File: config.mk
export PLATFORM = sky130hd
export DESIGN_NAME = div_detect
export DESIGN_NICKNAME = d
export VERILOG_FILES = /design/src/rtl/div_detect_pkg.sv /design/src/rtl/div_detect_mod.sv /design/src/rtl/div_detect.sv
export SDC_FILE = /design/constraint.sdc
export NUM_CORES = 1
export LEC_CHECK = 0
export BUFFER_PORTS_ARGS = -buffer_cell sky130_fd_sc_hd__buf_2
export CAP_MARGIN = 20
export CELL_PAD_IN_SITES_DETAIL_PLACEMENT = 0
export CELL_PAD_IN_SITES_GLOBAL_PLACEMENT = 1
export CORE_MARGIN = 4
export CORE_UTILIZATION = 43
export CTS_CLUSTER_DIAMETER = 150
export DETAILED_ROUTE_END_ITERATION = 6
export PLACE_DENSITY = 0.85
export SLEW_MARGIN = 20
export SYNTH_ARGS = -nofsm -noshare
export SYNTH_HDL_FRONTEND = slang
export SYNTH_SLANG_ARGS = --single-unit
export TNS_END_PERCENT = 20
File: constraint.sdc
create_clock -name clk -period 1.7 [get_ports clk]
set_input_delay 0.085 -clock clk [delete_from_list [all_inputs] [get_ports clk]]
set_output_delay 0.085 -clock clk [all_outputs]
set_load 0.1 [all_outputs]
File: src/rtl/div_detect_pkg.sv
// -----------------------------------------------------------------------------
// div_detect_pkg
// Shared definitions for the div_detect block:
//   state_e : FSM state encoding (IDLE, RUN, DONE)
//   clog2   : ceiling log2 used to size the remainder and bit-counter fields
// -----------------------------------------------------------------------------
package div_detect_pkg;

  typedef enum logic [1:0] {
    IDLE = 2'd0,
    RUN  = 2'd1,
    DONE = 2'd2
  } state_e;

  // Smallest n with 2**n >= value. The 64-bit shift keeps the comparison
  // correct for the full 32-bit operand range.
  function automatic int clog2(input int value);
    int res;
    res = 0;
    for (int i = 0; i < 32; i++) begin
      if ((64'(1) << i) < 64'(value)) begin
        res = i + 1;
      end else begin
        res = res;
      end
    end
    return res;
  endfunction

endpackage

File: src/rtl/div_detect_mod.sv
// -----------------------------------------------------------------------------
// mod_step
// Purely combinational remainder update for MSB-first division by a constant:
//   r_next = (2*r + bit) mod DIVISOR
// Ports:
//   r_i      in  clog2(DIVISOR)  current remainder (always < DIVISOR)
//   bit_i    in  1               next operand bit
//   r_next_o out clog2(DIVISOR)  updated remainder
// -----------------------------------------------------------------------------
module mod_step
  import div_detect_pkg::*;
#(
  parameter int DIVISOR = 10
) (
  input  logic [clog2(DIVISOR)-1:0] r_i,
  input  logic                      bit_i,
  output logic [clog2(DIVISOR)-1:0] r_next_o
);

  localparam int REM_W = clog2(DIVISOR);
  localparam int EXT_W = REM_W + 1;
  localparam logic [EXT_W-1:0] DIV_C = EXT_W'(DIVISOR);

  // 2*r + bit needs one extra bit; since r < DIVISOR the sum is below
  // 2*DIVISOR, so a single conditional subtraction completes the reduction.
  logic [EXT_W-1:0] dbl_s;
  logic [REM_W-1:0] red_s;

  // Widen, then reduce once modulo DIVISOR.
  always_comb begin
    dbl_s = {r_i, bit_i};
    if (dbl_s >= DIV_C) begin
      red_s = REM_W'(dbl_s - DIV_C);
    end else begin
      red_s = REM_W'(dbl_s);
    end
  end

  assign r_next_o = red_s;

endmodule

File: src/rtl/div_detect.sv
// -----------------------------------------------------------------------------
// div_detect
// Serial divisibility test of an unsigned operand by a constant DIVISOR.
// One operand bit is consumed per clock, MSB first; the result appears
// WIDTH edges after start is accepted.
// Ports:
//   clk    in   1        rising-edge clock
//   rst_n  in   1        asynchronous active-low reset
//   start  in   1        evaluate A (accepted only while busy = 0)
//   A      in   WIDTH    operand, sampled on the accepting edge only
//   busy   out  1        evaluation in progress
//   done   out  1        one-cycle completion pulse
//   P      out  1        1 = A divisible by DIVISOR; held until next start
//   rem    out  REM_W    A mod DIVISOR; held with P
// -----------------------------------------------------------------------------
module div_detect
  import div_detect_pkg::*;
#(
  parameter int WIDTH   = 5,
  parameter int DIVISOR = 10
) (
  input  logic                      clk,
  input  logic                      rst_n,
  input  logic                      start,
  input  logic [WIDTH-1:0]          A,
  output logic                      busy,
  output logic                      done,
  output logic                      P,
  output logic [clog2(DIVISOR)-1:0] rem
);

  localparam int REM_W = clog2(DIVISOR);
  localparam int CNT_W = clog2(WIDTH + 1);
  localparam logic [CNT_W-1:0] CNT_LAST = CNT_W'(WIDTH - 1);
  localparam logic [CNT_W-1:0] CNT_ONE  = CNT_W'(1);

  state_e             state_q, state_d;
  logic [WIDTH-1:0]   sh_q, sh_d;
  logic [REM_W-1:0]   r_q, r_d;
  logic [CNT_W-1:0]   cnt_q, cnt_d;
  logic               busy_q, busy_d;
  logic               done_q, done_d;
  logic               p_q, p_d;
  logic [REM_W-1:0]   rem_q, rem_d;
  logic [REM_W-1:0]   r_next_s;

  mod_step #(
    .DIVISOR (DIVISOR)
  ) u_step (
    .r_i      (r_q),
    .bit_i    (sh_q[WIDTH-1]),
    .r_next_o (r_next_s)
  );

  // Next-state logic: accept in IDLE/DONE, shift one bit per edge in RUN.
  always_comb begin
    state_d = state_q;
    sh_d    = sh_q;
    r_d     = r_q;
    cnt_d   = cnt_q;
    busy_d  = busy_q;
    done_d  = 1'b0;
    p_d     = p_q;
    rem_d   = rem_q;
    case (state_q)
      IDLE, DONE: begin
        if (start) begin
          state_d = RUN;
          sh_d    = A;
          r_d     = {REM_W{1'b0}};
          cnt_d   = {CNT_W{1'b0}};
          busy_d  = 1'b1;
          p_d     = 1'b0;
          rem_d   = {REM_W{1'b0}};
        end else begin
          state_d = IDLE;
        end
      end
      RUN: begin
        // start is deliberately not looked at here: a request during an
        // evaluation is dropped rather than queued.
        sh_d  = {sh_q[WIDTH-2:0], 1'b0};
        r_d   = r_next_s;
        cnt_d = cnt_q + CNT_ONE;
        if (cnt_q == CNT_LAST) begin
          state_d = DONE;
          busy_d  = 1'b0;
          done_d  = 1'b1;
          p_d     = (r_next_s == {REM_W{1'b0}});
          rem_d   = r_next_s;
        end else begin
          state_d = RUN;
        end
      end
      default: begin
        state_d = IDLE;
        busy_d  = 1'b0;
      end
    endcase
  end

  // State and output registers with asynchronous clear.
  always_ff @(posedge clk or negedge rst_n) begin
    if (!rst_n) begin
      state_q <= IDLE;
      sh_q    <= {WIDTH{1'b0}};
      r_q     <= {REM_W{1'b0}};
      cnt_q   <= {CNT_W{1'b0}};
      busy_q  <= 1'b0;
      done_q  <= 1'b0;
      p_q     <= 1'b0;
      rem_q   <= {REM_W{1'b0}};
    end else begin
      state_q <= state_d;
      sh_q    <= sh_d;
      r_q     <= r_d;
      cnt_q   <= cnt_d;
      busy_q  <= busy_d;
      done_q  <= done_d;
      p_q     <= p_d;
      rem_q   <= rem_d;
    end
  end

  assign busy = busy_q;
  assign done = done_q;
  assign P    = p_q;
  assign rem  = rem_q;

endmodule
==> results.txt, run 1 <==
Outcome -> finished, final reports clean
Initial antenna violation count -> 0
Core ar. -> 0.00245 mm2
CTS tree -> done
Chip width -> 58.6 um
Setup TNS -> 0 ns
Design Area, Final -> 0.00123 mm2
Syn-to-layout area delta -> 11.9%
# rows -> 18
Seq cells post-synth -> 20
Ratio of cells with drive above 1 in the final layout -> 21.4%
Clock Root Buffer -> clkbuf_4
DRT antenna net count -> 0
Antenna Diode Count -> 0
# IOs -> 15
Placed cell areas -> 0.00119 mm2
Worst path required time -> 1.90 ns
Mapped cell area -> 0.00110 mm2
CTS Buf Count -> 3
Final Max Tran Viols -> 0
Worst-path clk slew -> 0.11 ns
Clk sinks -> 20
H-tree depth -> 1
Reg-to-reg startpoint -> r_q[0]
Drc violations -> 0
Most common cell after layout, fill and taps aside -> dfrtp_1
Worst R2R End -> P
Grt ovf -> 0
Initial Utilization -> 44.9%
Reg2reg path depth -> 6
Post-Synthesis Cells -> 111
GRT Util Overall -> 14.7%
Max-Cap Viols -> 0
Fin nets -> 138
Fin crit share -> 89.8%
Leading area contributor after synthesis -> dfrtp_1
Die area -> 0.00344 mm2
Final setup vio count -> 0
Clk_skew -> 0.00131 ns
Crit. Startpoint -> r_q[0]
Post-Syn Nets -> 122
CP arrival -> 1.73 ns
Startpoint class of the critical path -> flop
Clock Path Buffers -> 2
Drt total wl -> 2190 um
Sequential area share after synthesis -> 45.4%
Share of the synthesized area in the top cell type -> 45.4%
Synth Area per Inst -> 9.93 um2
Vias -> 836
Min cycle time layout -> 1.53 ns
CP Class -> flop to flop
DP Wirelength -> 1600 um
1st-iter DRT viols -> 5
Avg WL per Cell -> 14.0 um
Worst-Margin Slew -> 0.487 ns
Hold crit path type -> input port to flop
WHS -> 0.0603 ns
Dpl ws -> 0.187 ns
Worst reg2reg setup slack -> 0.17 ns
Largest net degree at the start of global routing -> 21
Final hold vios -> 0
First-pass GRT wire length -> 3920 um
Die height -> 58.6 um
Top post-synthesis cells by area -> dfrtp_1 (45%), mux2i_1 (4.5%), ha_1 (3.4%), nand2_1 (3.4%), nor2b_1 (2.8%)
Gpl congestion -> 0.894
Worst-skew pair later-pin latency -> 0.30 ns
Fill count -> 249
Vias per inst -> 5.36
Synth unique cells -> 33
Synth Warn # -> 0
Fmax -> 655 MHz
Vias in the first global route -> 901
Port Buffer Count -> 14
Crit end category -> flop
RSZ-0062 raised after global routing -> no
Final WS setup -> 0.173 ns
Slew headroom -> 67.7%
Highest-count cells in the layout ignoring fill and taps -> dfrtp_1 (19), buf_2 (14), nand2_1 (10), inv_1 (8)
CP endpoint -> P
Critical Path Fanout Max -> 5
Router iterations before antenna repair -> 4
-- worst max-delay path, stage by stage, from the launching register on --
cell      delay [ns]
dfrtp_1         0.45
inv_1           0.09
ha_1            0.27
nor2b_2         0.15
o21ai_1         0.07
a21boi_2        0.18
a41o_1          0.22
-- repair_timing --
action | 4_1_cts | 5_1_grt
hold endpoints to repair | 20 | 0
resized for setup | 0 | 0
buffers inserted | 0 | 0
hold buffers | 1 | 0
-- cell families (layout without fill, tap and decap cells) --
kind of cell	Yosys count	after routing	share of synthesized area, %
compound gates	32	32	19.9
buf+inv	13	28	5.56
fa+ha+maj	3	3	3.41
simple gates	35	35	18.6
mux	6	6	5.56
xor+xnor	2	2	1.59
flops	20	20	45.4
-- worst min-delay path by stage --
stage / cells past startpoint / start / slack [ns] / endpoint
final: 3 / A[4] / 0.06 / sh_q[4]
after global routing: 3 / A[2] / 0.06 / sh_q[2]
after CTS: 3 / A[4] / 0.06 / sh_q[4]
after detailed placement: 1 / rst_n / 0.07 / cnt_q[2]
after global placement: 1 / rst_n / 0.06 / rem[0]
after floorplan: 0 / rst_n / -0.21 / P
-- per-stage QoR --
step | std cells | util [%]
final | 156 | 50.3
after CTS | 156 | 50.3
after detailed placement | 151 | 48.4
after global routing | 156 | 50.3
after floorplan | 111 | -
after global placement | 151 | 48.4
-- cell usage after synthesis --
library cell / n
a31o_1: 1
a22o_1: 2
nor2b_2: 1
buf_2: 4
mux2_2: 1
xnor2_1: 2
o21a_1: 1
nor2b_1: 5
nor3_1: 1
mux2i_1: 5
nand2b_1: 1
nand3_1: 6
a21oi_1: 6
inv_1: 8
dfrtp_1: 20
nor2_1: 6
a41o_1: 1
a21boi_0: 1
buf_6: 1
nand4b_4: 1
o2bb2ai_1: 1
o21ai_1: 3
a211oi_1: 4
ha_1: 3
a211oi_2: 1
a21boi_2: 1
nand2b_4: 2
o22ai_1: 1
nand2_1: 10
and3_1: 2
o21ai_0: 6
o31ai_1: 2
o32ai_1: 1
-- state kept, by name (all words and copies together), names as in the netlist --
register	cells
P	1
sh_q	5
state_q	1
cnt_q	3
rem	4
r_q	4
busy	1
done	1
-- per-layer routing --
metal	routed length, um	global-route usage [%]
met2	1170	26.6
met1	960	17.5
met4	33	6.15
met3	26	1.97
met5	0	0
-- final cells by class --
type                       count  area, um2  area share (%)
multi-input combinational     78        541            43.8
sequential                    20        502            40.7
timing repair buffer          16       87.6            7.10
inverter                       8       30.0            2.43
clock buffer                   4       36.3            2.94
tap                           30       37.5            3.04
Power of run 1 is left out: the tool's default activity adds up to more than one toggle a clock period on the data nets, which glitch-free logic cannot reach.
==> inputs of run 2 (changes only) <==
==> constraint.sdc (replaced) <==
create_clock -name clk -period 1.7 [get_ports clk]
set_input_delay 0.085 -clock clk [delete_from_list [all_inputs] [get_ports clk]]
set_output_delay 0.085 -clock clk [all_outputs]
set_load 0.02 [all_outputs]
==> run 2 against run 1 <==
Net effect: cell count is 0.64% higher; count of clock-buffer cells in the layout shrank 1; clock skew about the same; worst setup slack lost 0.045 ns; wire length down 2.4%; first-iteration DRC count rose by 120%; non-clock buffer count rose by 2; sequential share of layout area down 0.10 points; flip-flop and latch count unchanged; critical path depth stayed put; register-to-register slack worse by 0.04 ns; highest routed layer unchanged.
==> results.txt, run 2 (synthesis gave the netlist of run 1 again) <==
Outcome -> finished, final reports clean (unchanged)
Crit path largest cell delay -> 0.46 ns (was 0.45 ns)
Highest-count cells in the layout ignoring fill and taps -> dfrtp_1 (20), buf_2 (14), nand2_1 (10), inv_1 (8) (was dfrtp_1 (19), buf_2 (14), nand2_1 (10), inv_1 (8))
Met3 routed WL -> 32 um (was 26 um)
Vias -> 852 (was 836)
Vias per inst -> 5.43 (was 5.36)
CP arrival -> 1.75 ns (was 1.73 ns)
1st-iter DRT viols -> 11 (was 5)
Port Buffer Count -> 14 (unchanged)
CTS tree -> done (unchanged)
Critical Path Fanout Max -> 5 (unchanged)
Highest metal used -> met4 (unchanged)
# IOs -> 15 (unchanged)
Comb pwr share -> 50.7%
Leakage -> 0.000612 uW
Psw -> 971 uW
Clk sinks -> 20 (unchanged)
Max reg flops -> 5 (unchanged)
Worst-Margin Slew -> 0.463 ns (was 0.487 ns)
Clock Root Buffer -> clkbuf_4 (unchanged)
CP Class -> flop to flop (unchanged)
Antenna Diode Count -> 0 (unchanged)
Dpl ws -> 0.128 ns (was 0.187 ns)
Cts repair resizes -> 0 (unchanged)
CTS Buf Count -> 3 (unchanged)
Sequential cell area -> 500 um2 (was 502 um2)
Design Area, Final -> 0.00123 mm2 (unchanged)
Max-Cap Viols -> 0 (unchanged)
Slowest CP cell -> dfrtp_1 (unchanged)
Area of the multi-input gates -> 541 um2 (unchanged)
Avg WL per Cell -> 13.6 um (was 14.0 um)
Hold_buf cts -> 1 (unchanged)
Clock Path Buffers -> 2 (unchanged)
Clk_skew -> 0.00172 ns (was 0.00131 ns)
Startpoint class of the critical path -> flop (unchanged)
Sw Ratio -> 42.8%
Vias in the first global route -> 825 (was 901)
Reg-to-reg startpoint -> r_q[0] (unchanged)
Most common cell after layout, fill and taps aside -> dfrtp_1 (unchanged)
Min cycle time layout -> 1.57 ns (was 1.53 ns)
Hold Crit Start -> A[1] (was A[4])
Initial Utilization -> 44.9% (unchanged)
Fin nets -> 140 (was 138)
Total Power -> 2270 uW
Met2 wire length -> 1120 um (was 1170 um)
Syn-to-layout area delta -> 11.9% (unchanged)
Metal-1 WL -> 970 um (was 960 um)
DRT antenna net count -> 0 (unchanged)
Pwr dens -> 1840 mW/mm2
H-tree depth -> 1 (unchanged)
Placed cell areas -> 0.00120 mm2 (was 0.00119 mm2)
Initial antenna violation count -> 0 (unchanged)
Fin crit share -> 92.4% (was 89.8%)
Int Power -> 1300 uW
Hold crit path type -> input port to flop (unchanged)
RSZ-0062 raised after global routing -> no (unchanged)
Chip width -> 58.6 um (unchanged)
DP Wirelength -> 1570 um (was 1600 um)
Setup TNS -> 0 ns (unchanged)
Largest net degree at the start of global routing -> 21 (unchanged)
Worst-path clk slew -> 0.10 ns (was 0.11 ns)
Ratio of cells with drive above 1 in the final layout -> 21.3% (was 21.4%)
Final setup vio count -> 0 (unchanged)
Most flops, register -> sh_q (unchanged)
Core ar. -> 0.00245 mm2 (unchanged)
Final Max Tran Viols -> 0 (unchanged)
Register share of total power -> 40.0%
Worst path required time -> 1.87 ns (was 1.90 ns)
Crit. Startpoint -> r_q[0] (unchanged)
Final WS setup -> 0.129 ns (was 0.173 ns)
Fill count -> 238 (was 249)
Worst-skew pair later-pin latency -> 0.29 ns (was 0.30 ns)
Grt ovf -> 0 (unchanged)
Die area -> 0.00344 mm2 (unchanged)
Slew headroom -> 69.2% (was 67.7%)
Fmax -> 636 MHz (was 655 MHz)
IR drop worst, VDD -> 1.01 mV
Clk pwr share -> 9.3%
First-pass GRT wire length -> 3570 um (was 3920 um)
Setup Buffers After CTS -> 0 (unchanged)
Die height -> 58.6 um (unchanged)
Cell Chain, Critical Path -> inv_1, ha_1, nand2_1, a21boi_0, o21ai_0, o2bb2ai_1 (was inv_1, ha_1, nor2b_2, o21ai_1, a21boi_2, a41o_1)
# rows -> 18 (unchanged)
Router iterations before antenna repair -> 4 (unchanged)
GRT Util Overall -> 13.4% (was 14.7%)
Crit end category -> flop (unchanged)
Drt total wl -> 2140 um (was 2190 um)
Drc violations -> 0 (unchanged)
Final hold vios -> 0 (unchanged)
Gpl congestion -> 0.842 (was 0.894)
run 2: power groups by stage:
| stage | sequential [uW] | clock (uW) | combinational (uW) |
|---|---|---|---|
| CTS | 910 | 226 | 1160 |
| finish | 908 | 212 | 1150 |
| floorplan | 937 | 0 | 838 |
| global route | 942 | 257 | 1270 |
| global placement | 905 | 0 | 1130 |
| detailed placement | 921 | 0 | 1160 |
run 2: final timing paths:
check	endpoint	slack, ns	depth (start not counted)
worst min-delay path	sh_q[1]	0.07	3
min in group asynchronous	cnt_q[2]	0.27	2
worst min register to register	rem[1]	0.51	2
worst max register to register	rem[3]	0.13	6
worst max-delay path	rem[3]	0.13	6
max in group asynchronous	state_q[0]	1.11	2
run 2: cell type report:
class	count	area share, %
clock buffers	3	1.83
multi-input cells	78	43.8
repair buffers	18	8.32
flip-flops and latches	20	40.6
inverters	8	2.43
well taps	30	3.04
run 2: worst max-delay path, delay by kind of cell, from the launching register on:
| kind | cells | cell delay (ns) |
|---|---|---|
| AO/OA/AOI/OAI | 3 | 0.55 |
| adder cells (fa/ha/maj) | 1 | 0.27 |
| buffers and inverters | 1 | 0.08 |
| flip-flops | 1 | 0.46 |
| AND/OR/NAND/NOR | 1 | 0.10 |
run 2: through the flow:
| stage | hold WS (ns) | cells | util (%) |
|---|---|---|---|
| after floorplan | -0.211 | 111 | - |
| after global placement | 0.0584 | 153 | 48.9 |
| after detailed placement | 0.0575 | 153 | 48.9 |
| after CTS | 0.0653 | 157 | 50.3 |
| after global routing | 0.0686 | 157 | 50.3 |
| final | 0.0737 | 157 | 50.3 |
run 2: routing by layer:
layer  global-route usage, %  vias up
li1                        -      425
met1                    15.6      422
met2                    24.9        3
met3                    2.63        2
met4                    3.88        0
met5                       0        -
No activity file was read; power rests on OpenSTA's default activity.
==> inputs of run 3 (changes only) <==
--- a/config.mk
+++ b/config.mk
@@ -5,15 +5,15 @@
 export SDC_FILE = /design/constraint.sdc
 export NUM_CORES = 1
 export LEC_CHECK = 0
-export BUFFER_PORTS_ARGS = -buffer_cell sky130_fd_sc_hd__buf_2
 export CAP_MARGIN = 20
 export CELL_PAD_IN_SITES_DETAIL_PLACEMENT = 0
 export CELL_PAD_IN_SITES_GLOBAL_PLACEMENT = 1
 export CORE_MARGIN = 4
-export CORE_UTILIZATION = 43
+export CORE_UTILIZATION = 47
 export CTS_CLUSTER_DIAMETER = 150
 export DETAILED_ROUTE_END_ITERATION = 6
-export PLACE_DENSITY = 0.85
+export DONT_BUFFER_PORTS = 1
+export PLACE_DENSITY = 0.84
 export SLEW_MARGIN = 20
 export SYNTH_ARGS = -nofsm -noshare
 export SYNTH_HDL_FRONTEND = slang
==> run 3 against run 2 <==
Net effect: register-to-register slack gained 0.05 ns; worst setup slack gained 0.050 ns; flip-flop and latch count is the same; clock skew grew 0.0056 ns; first-iteration DRC count grew 9.1%; critical path depth is the same; cell area shrank 0.41%; combinational power shrank 13%; sequential share of layout area grew 0.17 points; via count shrank 2.6%; sequential power grew 10%; fmax grew 3.3%; largest cell class unchanged; largest power group is now registers.
==> results.txt, run 3 (synthesis gave the netlist of run 1 again) <==
Outcome -> finished, final reports clean (unchanged)
Startpoint class of the critical path -> flop (unchanged)
# rows -> 17 (was 18)
Slew headroom -> 39.4% (was 69.2%)
Vias in the first global route -> 788 (was 825)
Fin nets -> 133 (was 140)
Highest-count cells in the layout ignoring fill and taps -> dfrtp_1 (20), nand2_1 (10), inv_1 (8), dlygate4sd3_1 (7) (was dfrtp_1 (20), buf_2 (14), nand2_1 (10), inv_1 (8))
Final setup vio count -> 0 (unchanged)
Hold Path End -> sh_q[0] (was sh_q[1])
Router iterations before antenna repair -> 4 (unchanged)
Vias per inst -> 5.61 (was 5.43)
Fin crit share -> 89.5% (was 92.4%)
Final hold vios -> 0 (unchanged)
Min cycle time layout -> 1.52 ns (was 1.57 ns)
GRT Util Overall -> 14.5% (was 13.4%)
Critical path's top delay family -> compound AO/OA/AOI/OAI gates (unchanged)
Ratio of cells with drive above 1 in the final layout -> 11.7% (was 21.3%)
Fmax -> 657 MHz (was 636 MHz)
Initial antenna violation count -> 0 (unchanged)
Placed cell areas -> 0.00114 mm2 (was 0.00120 mm2)
Critical Path Fanout Max -> 5 (unchanged)
CP bufs+invs -> 1 (unchanged)
1st-iter DRT viols -> 12 (was 11)
Avg WL per Cell -> 14.4 um (was 13.6 um)
Most flops, register -> sh_q (unchanged)
Worst hold path depth -> 2 (was 3)
Chip width -> 56.4 um (was 58.6 um)
DP Wirelength -> 1470 um (was 1570 um)
Drt total wl -> 2130 um (was 2140 um)
Vias -> 830 (was 852)
Design Area, Final -> 0.00123 mm2 (about the same)
H-tree depth -> 1 (unchanged)
First-pass GRT wire length -> 3600 um (was 3570 um)
Clock Root Buffer -> clkbuf_4 (unchanged)
Syn-to-layout area delta -> 11.5% (was 11.9%)
Hold crit path type -> input port to flop (unchanged)
Setup TNS -> 0 ns (unchanged)
Crit end category -> flop (unchanged)
Cell Chain, Critical Path -> inv_1, ha_1, nand2_1, a21boi_1, o21ai_0, o2bb2ai_1 (was inv_1, ha_1, nand2_1, a21boi_0, o21ai_0, o2bb2ai_1)
Core ar. -> 0.00221 mm2 (was 0.00245 mm2)
Clock Path Buffers -> 2 (unchanged)
Slowest CP cell -> dfrtp_1 (unchanged)
Initial Utilization -> 49.8% (was 44.9%)
Die height -> 56.4 um (was 58.6 um)
Reg-to-reg startpoint -> r_q[0] (unchanged)
Worst R2R End -> rem[3] (unchanged)
Worst reg2reg setup slack -> 0.18 ns (was 0.13 ns)
Drc violations -> 0 (unchanged)
Largest net degree at the start of global routing -> 21 (unchanged)
Clk_skew -> 0.00737 ns (was 0.00172 ns)
Worst path required time -> 1.88 ns (was 1.87 ns)
Grt ovf -> 0 (unchanged)
Leakage -> 0.000579 uW (was 0.000612 uW)
CP arrival -> 1.70 ns (was 1.75 ns)
Hold Crit Start -> A[0] (was A[1])
Antenna Diode Count -> 0 (unchanged)
Clk sinks -> 20 (unchanged)
Port Buffer Count -> 0 (was 14)
DRT antenna net count -> 0 (unchanged)
Pwr dens -> 1810 mW/mm2 (was 1840 mW/mm2)
Crit path largest cell delay -> 0.45 ns (was 0.46 ns)
Worst-skew pair later-pin latency -> 0.31 ns (was 0.29 ns)
Setup Buffers After CTS -> 0 (unchanged)
Gpl congestion -> 0.820 (was 0.842)
Max-Cap Viols -> 0 (unchanged)
Most common cell after layout, fill and taps aside -> dfrtp_1 (unchanged)
Final Max Tran Viols -> 0 (unchanged)
Total Power -> 2220 uW (was 2270 uW)
Worst-path clk slew -> 0.11 ns (was 0.10 ns)
# IOs -> 15 (unchanged)
Worst-Margin Slew -> 0.907 ns (was 0.463 ns)
CTS Buf Count -> 3 (unchanged)
IR drop worst, VDD -> 0.878 mV (was 1.01 mV)
CTS tree -> done (unchanged)
Reg2reg path depth -> 6 (unchanged)
CP Class -> flop to flop (unchanged)
Die area -> 0.00318 mm2 (was 0.00344 mm2)
Max reg flops -> 5 (unchanged)
RSZ-0062 raised after global routing -> no (unchanged)
## run 3: layout make-up
class,instances,area (um2)
fill,218,983
multi-input combinational,78,541
sequential,20,500
timing repair buffer,11,100
tap,28,35.0
inverter,8,30.0
clock buffer,3,22.5
## run 3: through the flow
step / hold slack [ns] / std cells / worst slack (ns) / utilization [%]
global placement: -0.210 / 138 / 0.143 / 51.4
global route: 0.0305 / 148 / 0.0329 / 55.5
detailed placement: -0.210 / 138 / 0.0943 / 51.4
CTS: 0.00804 / 147 / 0.0629 / 55.1
finish: 0.00452 / 148 / 0.179 / 55.5
floorplan: -0.211 / 111 / 0.315 / -
## run 3: worst max path at each step
stage | startpoint | end | slack, ns | depth (start not counted)
CTS | r_q[0] | rem[3] | 0.06 | 6
detailed placement | r_q[0] | rem[3] | 0.09 | 6
finish | r_q[0] | rem[3] | 0.18 | 6
global placement | r_q[0] | rem[3] | 0.14 | 6
floorplan | r_q[0] | P | 0.32 | 6
global route | r_q[0] | rem[3] | 0.03 | 6
## run 3: power breakdown
group          switching, uW  internal (uW)  total (uW)
registers                313            690        1000
logic                    505            490         996
clock network            144           82.8         226
## run 3: repair_timing
| action | 4_1_cts | 5_1_grt |
|---|---|---|
| resized for setup | 0 | 1 |
| setup endpoints to repair | 0 | 1 |
| hold buffers | 6 | 1 |
| hold endpoints to repair | 31 | 1 |
## run 3: worst reg2reg max path, delay by kind of cell (launching register included)
kind / cells / cell delay (ns)
adder cells (fa/ha/maj): 1 / 0.27
AND/OR/NAND/NOR: 1 / 0.11
AO/OA/AOI/OAI: 3 / 0.47
flip-flops: 1 / 0.45
buffers and inverters: 1 / 0.09
## run 3: metal layers
| metal | part of all wire [%] | vias to the layer above | global-route usage, % | routed length [um] |
|---|---|---|---|---|
| met5 | 0 | - | 0 | 0 |
| li1 | - | 415 | - | - |
| met1 | 47 | 400 | 17.9 | 1000 |
| met3 | 2.5 | 5 | 2.76 | 54 |
| met2 | 48 | 10 | 23.9 | 1030 |
| met4 | 2.2 | 0 | 7.12 | 48 |
